[config.mk]
export PLATFORM = sky130hd
export DESIGN_NAME = fpga_cfg_loader
export DESIGN_NICKNAME = d
export VERILOG_FILES = /design/src/rtl/fpga_cfg_loader.sv
export SDC_FILE = /design/constraint.sdc
export NUM_CORES = 1
export LEC_CHECK = 0
export ABC_CLOCK_PERIOD_IN_PS = 6470
export BUFFER_PORTS_ARGS = -buffer_cell sky130_fd_sc_hd__clkbuf_2
export CAP_MARGIN = 20
export CORE_MARGIN = 1.5
export CORE_UTILIZATION = 59
export CTS_CLUSTER_SIZE = 10
export DETAILED_ROUTE_END_ITERATION = 10
export PLACE_DENSITY = 0.82
export SETUP_SLACK_MARGIN = 0.3
export SYNTH_ARGS = -nofsm -noshare
export SYNTH_HDL_FRONTEND = slang
export SYNTH_SLANG_ARGS = --single-unit
[constraint.sdc]
create_clock -name clk -period 6.47 [get_ports clk]
set_clock_uncertainty 0.1 [all_clocks]
set_input_delay 1.294 -clock clk [delete_from_list [all_inputs] [get_ports clk]]
set_output_delay 1.294 -clock clk [all_outputs]
set_load 0.05 [all_outputs]
[src/rtl/fpga_cfg_loader.sv]
// Configuration-chain loader: turns a byte stream into NUM_CHAINS serial chain loads
// driven by an internally generated prog_clk, with an optional read-back verify pass.
module fpga_cfg_loader #(
   parameter int NUM_CHAINS = 1,
   parameter int CHAIN_LEN  = 256,
   parameter int DIV        = 2
) (
   input  logic                                 clk,
   input  logic                                 rst_n,
   input  logic                                 start,
   input  logic                                 verify,
   input  logic                                 abort,
   input  logic [7:0]                           in_data,
   input  logic                                 in_valid,
   output logic                                 in_ready,
   output logic                                 prog_clk,
   output logic [NUM_CHAINS-1:0]                ccff_head,
   input  logic [NUM_CHAINS-1:0]                ccff_tail,
   output logic                                 busy,
   output logic                                 done,
   output logic                                 error,
   output logic [NUM_CHAINS-1:0]                err_mask,
   output logic [$clog2(CHAIN_LEN+1)-1:0]       step_cnt
);

   localparam int STEP_W         = $clog2(CHAIN_LEN + 1);
   localparam int DIV_W          = (DIV > 1) ? $clog2(DIV) : 1;
   localparam int STEPS_PER_BYTE = 8 / NUM_CHAINS;
   localparam int SLOT_W         = $clog2(STEPS_PER_BYTE + 1);

   localparam logic [DIV_W-1:0]  DIV_LAST   = DIV_W'(DIV - 1);
   localparam logic [STEP_W-1:0] STEP_LAST  = STEP_W'(CHAIN_LEN - 1);
   localparam logic [SLOT_W-1:0] SLOTS_INIT = SLOT_W'(STEPS_PER_BYTE - 1);

   typedef enum logic [2:0] {
      IDLE     = 3'd0,
      FETCH    = 3'd1,
      SHIFT_LO = 3'd2,
      SHIFT_HI = 3'd3,
      PASS_END = 3'd4
   } state_t;

   state_t                state;
   logic [7:0]            shift_buf;
   logic [SLOT_W-1:0]     slots_left;
   logic [DIV_W-1:0]      div_cnt;
   logic                  pass;
   logic                  verify_q;
   logic [NUM_CHAINS-1:0] mismatch;

   // In pass 2 the tail still shows the bit loaded at the same step of pass 1.
   assign mismatch = ccff_tail ^ ccff_head;

   always_ff @(posedge clk or negedge rst_n) begin
      if (!rst_n) begin
         state      <= IDLE;
         in_ready   <= 1'b0;
         prog_clk   <= 1'b0;
         ccff_head  <= '0;
         busy       <= 1'b0;
         done       <= 1'b0;
         error      <= 1'b0;
         err_mask   <= '0;
         step_cnt   <= '0;
         shift_buf  <= '0;
         slots_left <= '0;
         div_cnt    <= '0;
         pass       <= 1'b0;
         verify_q   <= 1'b0;
      end else if (abort) begin
         // Chain contents and verify results are deliberately left untouched.
         state    <= IDLE;
         in_ready <= 1'b0;
         prog_clk <= 1'b0;
         busy     <= 1'b0;
         div_cnt  <= '0;
      end else begin
         case (state)
            IDLE: begin
               if (start) begin
                  state    <= FETCH;
                  verify_q <= verify;
                  error    <= 1'b0;
                  err_mask <= '0;
                  done     <= 1'b0;
                  step_cnt <= '0;
                  pass     <= 1'b0;
                  busy     <= 1'b1;
                  in_ready <= 1'b1;
               end
            end

            FETCH: begin
               if (in_valid && in_ready) begin
                  ccff_head  <= in_data[NUM_CHAINS-1:0];
                  shift_buf  <= in_data >> NUM_CHAINS;
                  slots_left <= SLOTS_INIT;
                  in_ready   <= 1'b0;
                  div_cnt    <= '0;
                  state      <= SHIFT_LO;
               end
            end

            SHIFT_LO: begin
               if (div_cnt == DIV_LAST) begin
                  div_cnt  <= '0;
                  prog_clk <= 1'b1;
                  state    <= SHIFT_HI;
                  if (pass) begin
                     err_mask <= err_mask | mismatch;
                     if (|mismatch) error <= 1'b1;
                  end
               end else begin
                  div_cnt <= div_cnt + DIV_W'(1);
               end
            end

            SHIFT_HI: begin
               if (div_cnt == DIV_LAST) begin
                  div_cnt  <= '0;
                  prog_clk <= 1'b0;
                  step_cnt <= step_cnt + STEP_W'(1);
                  if (step_cnt == STEP_LAST) begin
                     state <= PASS_END;
                  end else if (slots_left != '0) begin
                     ccff_head  <= shift_buf[NUM_CHAINS-1:0];
                     shift_buf  <= shift_buf >> NUM_CHAINS;
                     slots_left <= slots_left - SLOT_W'(1);
                     state      <= SHIFT_LO;
                  end else begin
                     in_ready <= 1'b1;
                     state    <= FETCH;
                  end
               end else begin
                  div_cnt <= div_cnt + DIV_W'(1);
               end
            end

            PASS_END: begin
               if (verify_q && !pass) begin
                  pass     <= 1'b1;
                  step_cnt <= '0;
                  in_ready <= 1'b1;
                  state    <= FETCH;
               end else begin
                  done  <= 1'b1;
                  busy  <= 1'b0;
                  state <= IDLE;
               end
            end

            default: state <= IDLE;
         endcase
      end
   end

endmodule
# Word-level counts from Yosys, hierarchy flattened
# Cells that the tools add are included.
dict set report classes {
  n_reduce_logical 26
  n_mux 57
  n_bitwise 3
  n_eq_ne 23
  addsub 3
}
# cell count
set op_table {}
lappend op_table {{two-way mux 8 bit} 4}
lappend op_table {{two-way mux 9 bit} 3}
lappend op_table {{one-hot mux 9 bit (3 select lines)} 1}
lappend op_table {{two-way mux 1 bit} 26}
lappend op_table {{!= test 3 bit (second input constant)} 8}
lappend op_table {{!= test 2 bit (second input constant)} 10}
lappend op_table {{two-way mux 3 bit} 6}
lappend op_table {{two-way mux 4 bit} 4}
lappend op_table {{one-hot mux 1 bit (2 select lines)} 8}
lappend op_table {{one-hot mux 8 bit (2 select lines)} 1}
lappend op_table {{one-hot mux 3 bit (5 select lines)} 1}
lappend op_table {{AND reduction 4 bit} 3}
lappend op_table {{AND reduction 6 bit} 2}
lappend op_table {{nonzero test 3 bit} 4}
lappend op_table {{AND reduction 5 bit} 2}
lappend op_table {{adder 9 x 1 -> 9 bit (second input constant)} 1}
lappend op_table {{== test 9 x 8 -> 1 bit (second input constant)} 1}
lappend op_table {{AND reduction 3 bit} 3}
lappend op_table {{one-hot mux 4 bit (2 select lines)} 1}
lappend op_table {{AND reduction 7 bit} 1}
lappend op_table {{== test 3 x 2 -> 1 bit (second input constant)} 2}
lappend op_table {{nonzero test 2 bit} 3}
lappend op_table {{nonzero test 5 bit} 1}
lappend op_table {{one-hot mux 1 bit (4 select lines)} 1}
lappend op_table {{other kinds (14)} 15}
dict set report totals {
  out_inout_bits 16
  register_bits 34
  wordCells 126
  in_bits 15
}

# Depth between registers and ports, before layout
# Gate-level depths: netlist of the first run.
dict set report logic_depth {
  depth_word 6
  mapped_depth 10
  ltp_nobuf 9
}

# Worst setup path before layout of the first run
# OpenSTA, ideal clock, no wires.
dict set report synth_path {
  path_kind {flip-flop to flip-flop}
  startpoint {register step_cnt[0]}
  endpoint {register slots_left[3]}
  setup_ns 0.069
  slack_ns 3.773
  stages_incl_launch_ff 10
  t_required_ns 6.301
  synth_period_minus_slack_ns 2.697
  arrival_time_ns 2.528
  path_buffers 0
  cell_sequence {dfrtp_1 > ha_1 > and3_1 > and3_1 > and3_1 > ha_1 > o21ai_0 > nand3_2 > or4_1 > nand3_1}
}
dict set report synth_via {
  elab_chain_cells 3
}
# item line_no
set synth_rtl {}
lappend synth_rtl {{start: declaration} 23} ;# output logic [$clog2(CHAIN_LEN+1)-1:0] step_cnt
lappend synth_rtl {{start signal: assignment} 122} ;# step_cnt <= step_cnt + STEP_W'(1);
lappend synth_rtl {{== test 9 x 8 -> 1 bit} 123} ;# if (step_cnt == STEP_LAST) begin
lappend synth_rtl {{!= test 2 bit (no source line)} --}
lappend synth_rtl {{AND reduction 6 bit (no source line)} --}
lappend synth_rtl {{end signal: assignment} 128} ;# slots_left <= slots_left - SLOT_W'(1);
lappend synth_rtl {{end: declaration} 45} ;# logic [SLOT_W-1:0] slots_left;
# No other way between the ends.
# A chain may end at the register's enable or synchronous reset.

# Worst setup path after layout of the first run
# Same ends and word-level chain as after synthesis.

==> summary.txt, run 1 <==
Syn Nets - 210
Post-Syn Area - 1730 µm²
Layout fillers - 221
Drt first-iter violations - 55
Commonest cells after routing, fill and taps aside - 33 x dfrtp_1, 30 x clkbuf_2, 28 x o21ai_0
Initial antenna violation count - 0
Distinct cells, synth - 43
Final Slew Violations - 0
DRC Markers - 0
Gr ovfl total - 0
Top Ports - 31
Status - completed
Slew @ Worst Pin - 1060 ps
Leakage power - 0.969 nW
GRT Resource Usage Total - 0.239
Routed vias - 1483
Async SR Flop Fraction - 1.00
Period utilisation layout - 0.460
Mapped Cells - 192
Setup TNS - 0 ps
Post-CTS Resized - 0
Placed cell area - 1860 µm²
DIE AREA - 3260 µm²
CTS clk-pin slew, worst paths - 100 ps
Num Clock Sinks - 33
Die H - 57.1 µm
First-pass iteration count of the detailed router - 4
Worst hold path class - reg -> reg
Avg Synthesized Cell Area - 8.99 µm²
Hold Buf Count CTS - 0
WL final - 3510 µm
Gpl congestion - 0.862
Worst Hold Slack - 384 ps
# rows - 19
TritonCTS buffer count - 5
CORE AREA - 2760 µm²
Setup violations, final - 0
Maxcap violations - 0
Nets - 237
Hold Fails Final Rpt - 0
Setup CP Type - reg -> reg
Placed insts - 243
Arrival time at the worst endpoint - 3140 ps
Sequential area share after synthesis - 0.479
CTS tree - done
CP required - 6640 ps
Starting Density - 0.626
Synth area leader - dfrtp_1
Area growth from synthesis to layout - 13.0%
Top cell type's share of synthesized area - 0.479
ANT cells - 0
Clk_lat worst skew - 330 ps
Via density - 5.91
Worst-path maximum fanout - 25
Vias in the first global route - 1337
#FFs+latches synth - 33
First-pass GRT wire length - 6000 µm
Final worst path period need - 2970 ps
Fmax - 336 MHz
Ys Warns - 0
Clock Tree Buf Depth - 2
Power density cells - 385 nW/µm²
Fin util - 0.707
Slew Limit Headroom - 0.291
Synth top area cells - dfrtp_1 48%, o21ai_0 8.1%, nand2_1 4.8%
RSZ-0062 raised after global routing - false
Cell Count, Final, Fillers Out - 251
Die Wd - 57.1 µm
Routed Antenna Nets - 0
Final HPWL DP - 2520 µm
Layout cells sized above 1 - 0.200
Routed len/inst - 14.0 µm
Largest net degree at the start of global routing - 34
Setup Buffers After CTS - 0
Most common cell after layout, fill and taps aside - dfrtp_1
Final Cell Area - 1950 µm²
Post-synth EDFFs - 0
H-tree Lvls - 2
Worst VDD drop - 0.319 mV
CP Launch Type - flop
CTS root buffer - clkbuf_4
Top_reg_cell synth - dfrtp_1
# port buffers - 30
Setup crit end kind - flop
[report_power, final]
group	internal [W]	switching, W	total, W
clock network	0.0000923	0.0000675	0.000160
logic	0.0000919	0.000181	0.000273
registers	0.000261	0.0000565	0.000317
[state kept, by name, indices dropped and copies added (netlist names)]
name and count:
step_cnt 9, ccff_head 1, err_mask 1, busy 1, state 3, done 1, div_cnt 1, error 1
verify_q 1, slots_left 4, shift_buf 7, prog_clk 1, pass 1, in_ready 1
[final timing paths]
check	start	to	slack [ps]	cells after the start
max in group asynchronous	rst_n	slots_left[0]	4800	1
hold reg to reg	shift_buf[5]	shift_buf[5]	380	2
hold / removal	shift_buf[5]	shift_buf[5]	380	2
min in group asynchronous	rst_n	prog_clk	950	1
setup reg to reg	step_cnt[0]	slots_left[3]	3500	9
setup / recovery	step_cnt[0]	slots_left[3]	3500	9
[final cells by class]
cell class                 count  area (µm²)  share of cell area
tap                           31        38.8              0.0199
multi-input combinational    142         823               0.422
clock inverter                 1        30.0              0.0154
inverter                       7        26.3              0.0135
clock buffer                   7        55.1              0.0282
timing repair buffer          30         150              0.0770
sequential                    33         826               0.424
[layer usage]
layer | track usage | share of wire | vias up
li1 | - | - | 734
met1 | 0.319 | 0.43 | 693
met2 | 0.379 | 0.50 | 48
met3 | 0.0635 | 0.052 | 8
met4 | 0.0831 | 0.021 | 0
met5 | 0 | 0 | -
[cells by family (layout without fill, tap and decap cells)]
kind of cell               after synthesis  count (layout)  synth area share
DFF                                     33              33             0.479
adders and majority gates                3               3            0.0218
muxes                                    8               8            0.0471
xor gates and xnor gates                 1               1           0.00508
buffers and inverters                   17              45            0.0442
and+or+nand+nor                         74              74             0.209
AOI/OAI and AO/OA                       56              56             0.194
[cell usage after synthesis, types with 2 or more instances]
cell type and count:
buf_2 7, clkbuf_1 2, a31oi_1 2, and3_1 5
dfrtp_1 33, mux2i_1 7, ha_1 3, a21oi_1 10
inv_1 7, nor3_1 3, nand2_1 22, nor2_1 19
nand3_1 6, nand2b_1 6, o31ai_1 4, nor4_1 2
o21ai_0 28
[worst max-delay path: stages, from the launching register on]
cell and delay (ps):
dfrtp_1 440, ha_1 250, and3_1 210, and3_1 210, and3_1 190, ha_1 210, o21ai_0 230, nand3_2 360
or4_1 600, nand3_1 110
[through the flow]
stage	power, W	setup WS (ps)
2_1_floorplan	0.000531	3770
3_3_place_gp	0.000575	3460
3_5_place_dp	0.000593	3320
4_1_cts	0.000753	3480
5_1_grt	0.000802	3190
6_report	0.000750	3500
(Power assumes the default switching activity.)
==> inputs of run 2 (changes only) <==
- ABC_AREA: unset -> 1
- ABC_CLOCK_PERIOD_IN_PS: 6470 -> 2500
- CORE_UTILIZATION: 59 -> 51
- PLACE_DENSITY: 0.82 -> 0.74
- clock period: 6.47 -> 2.5 ns (I/O delays scaled with it)
==> summary.txt, run 2 <==
Leakage power - 1.25 nW (+29%)
Gr ovfl total - 0 (unchanged)
CTS root buffer - clkbuf_8
Worst r2r src - step_cnt[0]
Post-CTS Resized - 0 (unchanged)
Worst hold path class - in -> async
Sequential area share after synthesis - 0.410 (-0.0682)
Ys Warns - 0 (unchanged)
Gpl congestion - 0.806 (-6.5%)
DR WL met3 - 137 µm (-25%)
Routed Antenna Nets - 0 (unchanged)
Routed len/inst - 11.2 µm (-20%)
Worst Reg-to-Reg Cells - 12 (+3)
Initial antenna violation count - 0 (unchanged)
DRC Markers - 0 (unchanged)
Distinct cells, synth - 29 (-33%)
Worst VDD drop - 0.476 mV (+49%)
Hold Fails Final Rpt - 0 (unchanged)
ANT cells - 0 (unchanged)
Top_reg_cell synth - dfrtp_1
Cell Count, Final, Fillers Out - 364 (+45%)
Final worst path period need - 1960 ps (-1020 ps)
RSZ-0062 raised after global routing - false
Maxcap violations - 0 (unchanged)
Top flop regs - step_cnt: 9 flops, shift_buf: 7 flops, slots_left: 4 flops
Synth top area cells - dfrtp_1 41%, nand2_1 20%, nand3_1 7.0%
Avg Synthesized Cell Area - 7.16 µm² (-20%)
WL final - 4090 µm (+16%)
Reg area - 828 µm² (+0.30%)
CTS clk-pin slew, worst paths - 70 ps (-30 ps)
Clock Tree Buf Depth - 2 (unchanged)
# rows - 22 (+3)
Routed vias - 1833 (+24%)
Slew @ Worst Pin - 583 ps (-477 ps)
Placed insts - 356 (+47%)
R2r setup slk - 540 ps (-2950 ps)
Post-Syn Area - 2010 µm² (+17%)
GRT Resource Usage Total - 0.212 (-0.0267)
Metal1 wirelength - 1920 µm (+28%)
Mapped Cells - 281 (+46%)
Power density cells - 961 nW/µm² (+150%)
Top Ports - 31 (unchanged)
Arrival time at the worst endpoint - 2020 ps (-1120 ps)
Final HPWL DP - 3060 µm (+21%)
Nets - 333 (+41%)
TritonCTS buffer count - 5 (unchanged)
Most common cell after layout, fill and taps aside - nand2_1
RR Endpoint - shift_buf[6]
Num Clock Sinks - 33 (unchanged)
Starting Density - 0.541 (-0.0843)
Top reg by flops - step_cnt
CORE AREA - 3720 µm² (+35%)
CP Launch Type - flop
DR top layer - met4
Fmax - 511 MHz (+52%)
Largest net degree at the start of global routing - 24 (-29%)
Met2 wire len - 1990 µm (+14%)
CP required - 2560 ps (-4080 ps)
Synth area leader - dfrtp_1
#FFs+latches synth - 33 (unchanged)
Setup TNS - 0 ps (unchanged)
# port buffers - 30 (unchanged)
CTS tree - done
H-tree Lvls - 2 (unchanged)
Die H - 65.8 µm (+15%)
Commonest cells after routing, fill and taps aside - 105 x nand2_1, 31 x nor2_1, 31 x dfrtp_1
Vias in the first global route - 1771 (+32%)
Layout fillers - 368 (+67%)
Slew Limit Headroom - 0.611 (+0.320)
Max reg flops - 9 (unchanged)
DIE AREA - 4330 µm² (+33%)
CP Launch Point - step_cnt[0]
Worst setup path end - shift_buf[6]
Async SR Flop Fraction - 1.00 (unchanged)
Final Slew Violations - 0 (unchanged)
Setup violations, final - 0 (unchanged)
Syn Nets - 299 (+42%)
Hold Buf Count CTS - 0 (unchanged)
Setup Buffers After CTS - 0 (unchanged)
Setup crit end kind - flop
Die Wd - 65.8 µm (+15%)
Area growth from synthesis to layout - 13.6%
First-pass iteration count of the detailed router - 4 (unchanged)
Drt first-iter violations - 144 (+160%)
Cell with the most instances after synthesis - nand2_1
Clk_lat worst skew - 280 ps (-50 ps)
Post-synth top cells - 105 x nand2_1, 33 x dfrtp_1, 31 x nor2_1
Setup CP Type - reg -> reg
Multi-input gate area - 1030 µm² (+25%)
First-pass GRT wire length - 7190 µm (+20%)
Period utilisation layout - 0.783 (+0.323)
Status - completed
Top cell type's share of synthesized area - 0.410 (-0.0682)
Post-synth EDFFs - 0 (unchanged)
Layout cells sized above 1 - 0.196 (-0.00380)
Worst-path maximum fanout - 16 (-36%)
Via density - 5.04 (-15%)
==> run 2: area by class of cell <==
cell class	count	share of cell area
clock buffer	8	0.0394
inverter	26	0.0427
multi-input combinational	215	0.450
sequential	33	0.362
tap	48	0.0263
timing repair buffer	34	0.0788
==> run 2: where the power goes <==
group / leakage [nW] / internal, W / switching (W)
logic: 0.776 / 0.000297 / 0.000674
clock network: 0.0455 / 0.000224 / 0.000187
registers: 0.430 / 0.000687 / 0.000127
==> run 2: through the flow <==
stage	hold slack (ps)	total power, W	utilization	setup WS [ps]	cell area [µm²]
final	107	0.00220	0.615	543	2290
after global routing	145	0.00238	0.615	324	2290
after CTS	125	0.00222	0.615	527	2290
after detailed placement	360	0.00180	0.591	548	2200
after global placement	354	0.00178	0.591	598	2200
after floorplan	104	0.00162	-	446	2010
==> run 2: worst min-delay path by stage <==
stage / end / slack [ps] / cells past startpoint / from
6_report: step_cnt[6] / 110 / 1 / rst_n
5_1_grt: step_cnt[6] / 140 / 1 / rst_n
4_1_cts: step_cnt[6] / 120 / 1 / rst_n
3_5_place_dp: shift_buf[0] / 360 / 2 / shift_buf[0]
3_3_place_gp: shift_buf[0] / 350 / 2 / shift_buf[0]
2_1_floorplan: busy / 100 / 0 / rst_n
==> run 2: worst max-delay path, cell delays in order, from the launching register on <==
cell and delay (ps):
dfrtp_2 430, ha_1 220, nand2_1 90, nor2_1 50, nand3_1 80, nor2_1 50, ha_1 180, inv_1 110
nand3_4 100, nand2_4 130, nand2_4 140, nand2_1 90, o21ai_0 70
==> run 2: logic make-up after synthesis <==
| logic type | synth area share |
|---|---|
| simple gates | 0.400 |
| fa+ha+maj | 0.0187 |
| buf+inv | 0.0777 |
| xor+xnor | 0.0174 |
| compound gates | 0.0759 |
| flops | 0.410 |
==> run 2: layer usage <==
| layer | vias up | global-route usage |
|---|---|---|
| li1 | 956 | - |
| met1 | 844 | 0.260 |
| met2 | 29 | 0.369 |
| met3 | 4 | 0.0477 |
| met4 | 0 | 0.0651 |
| met5 | - | 0 |
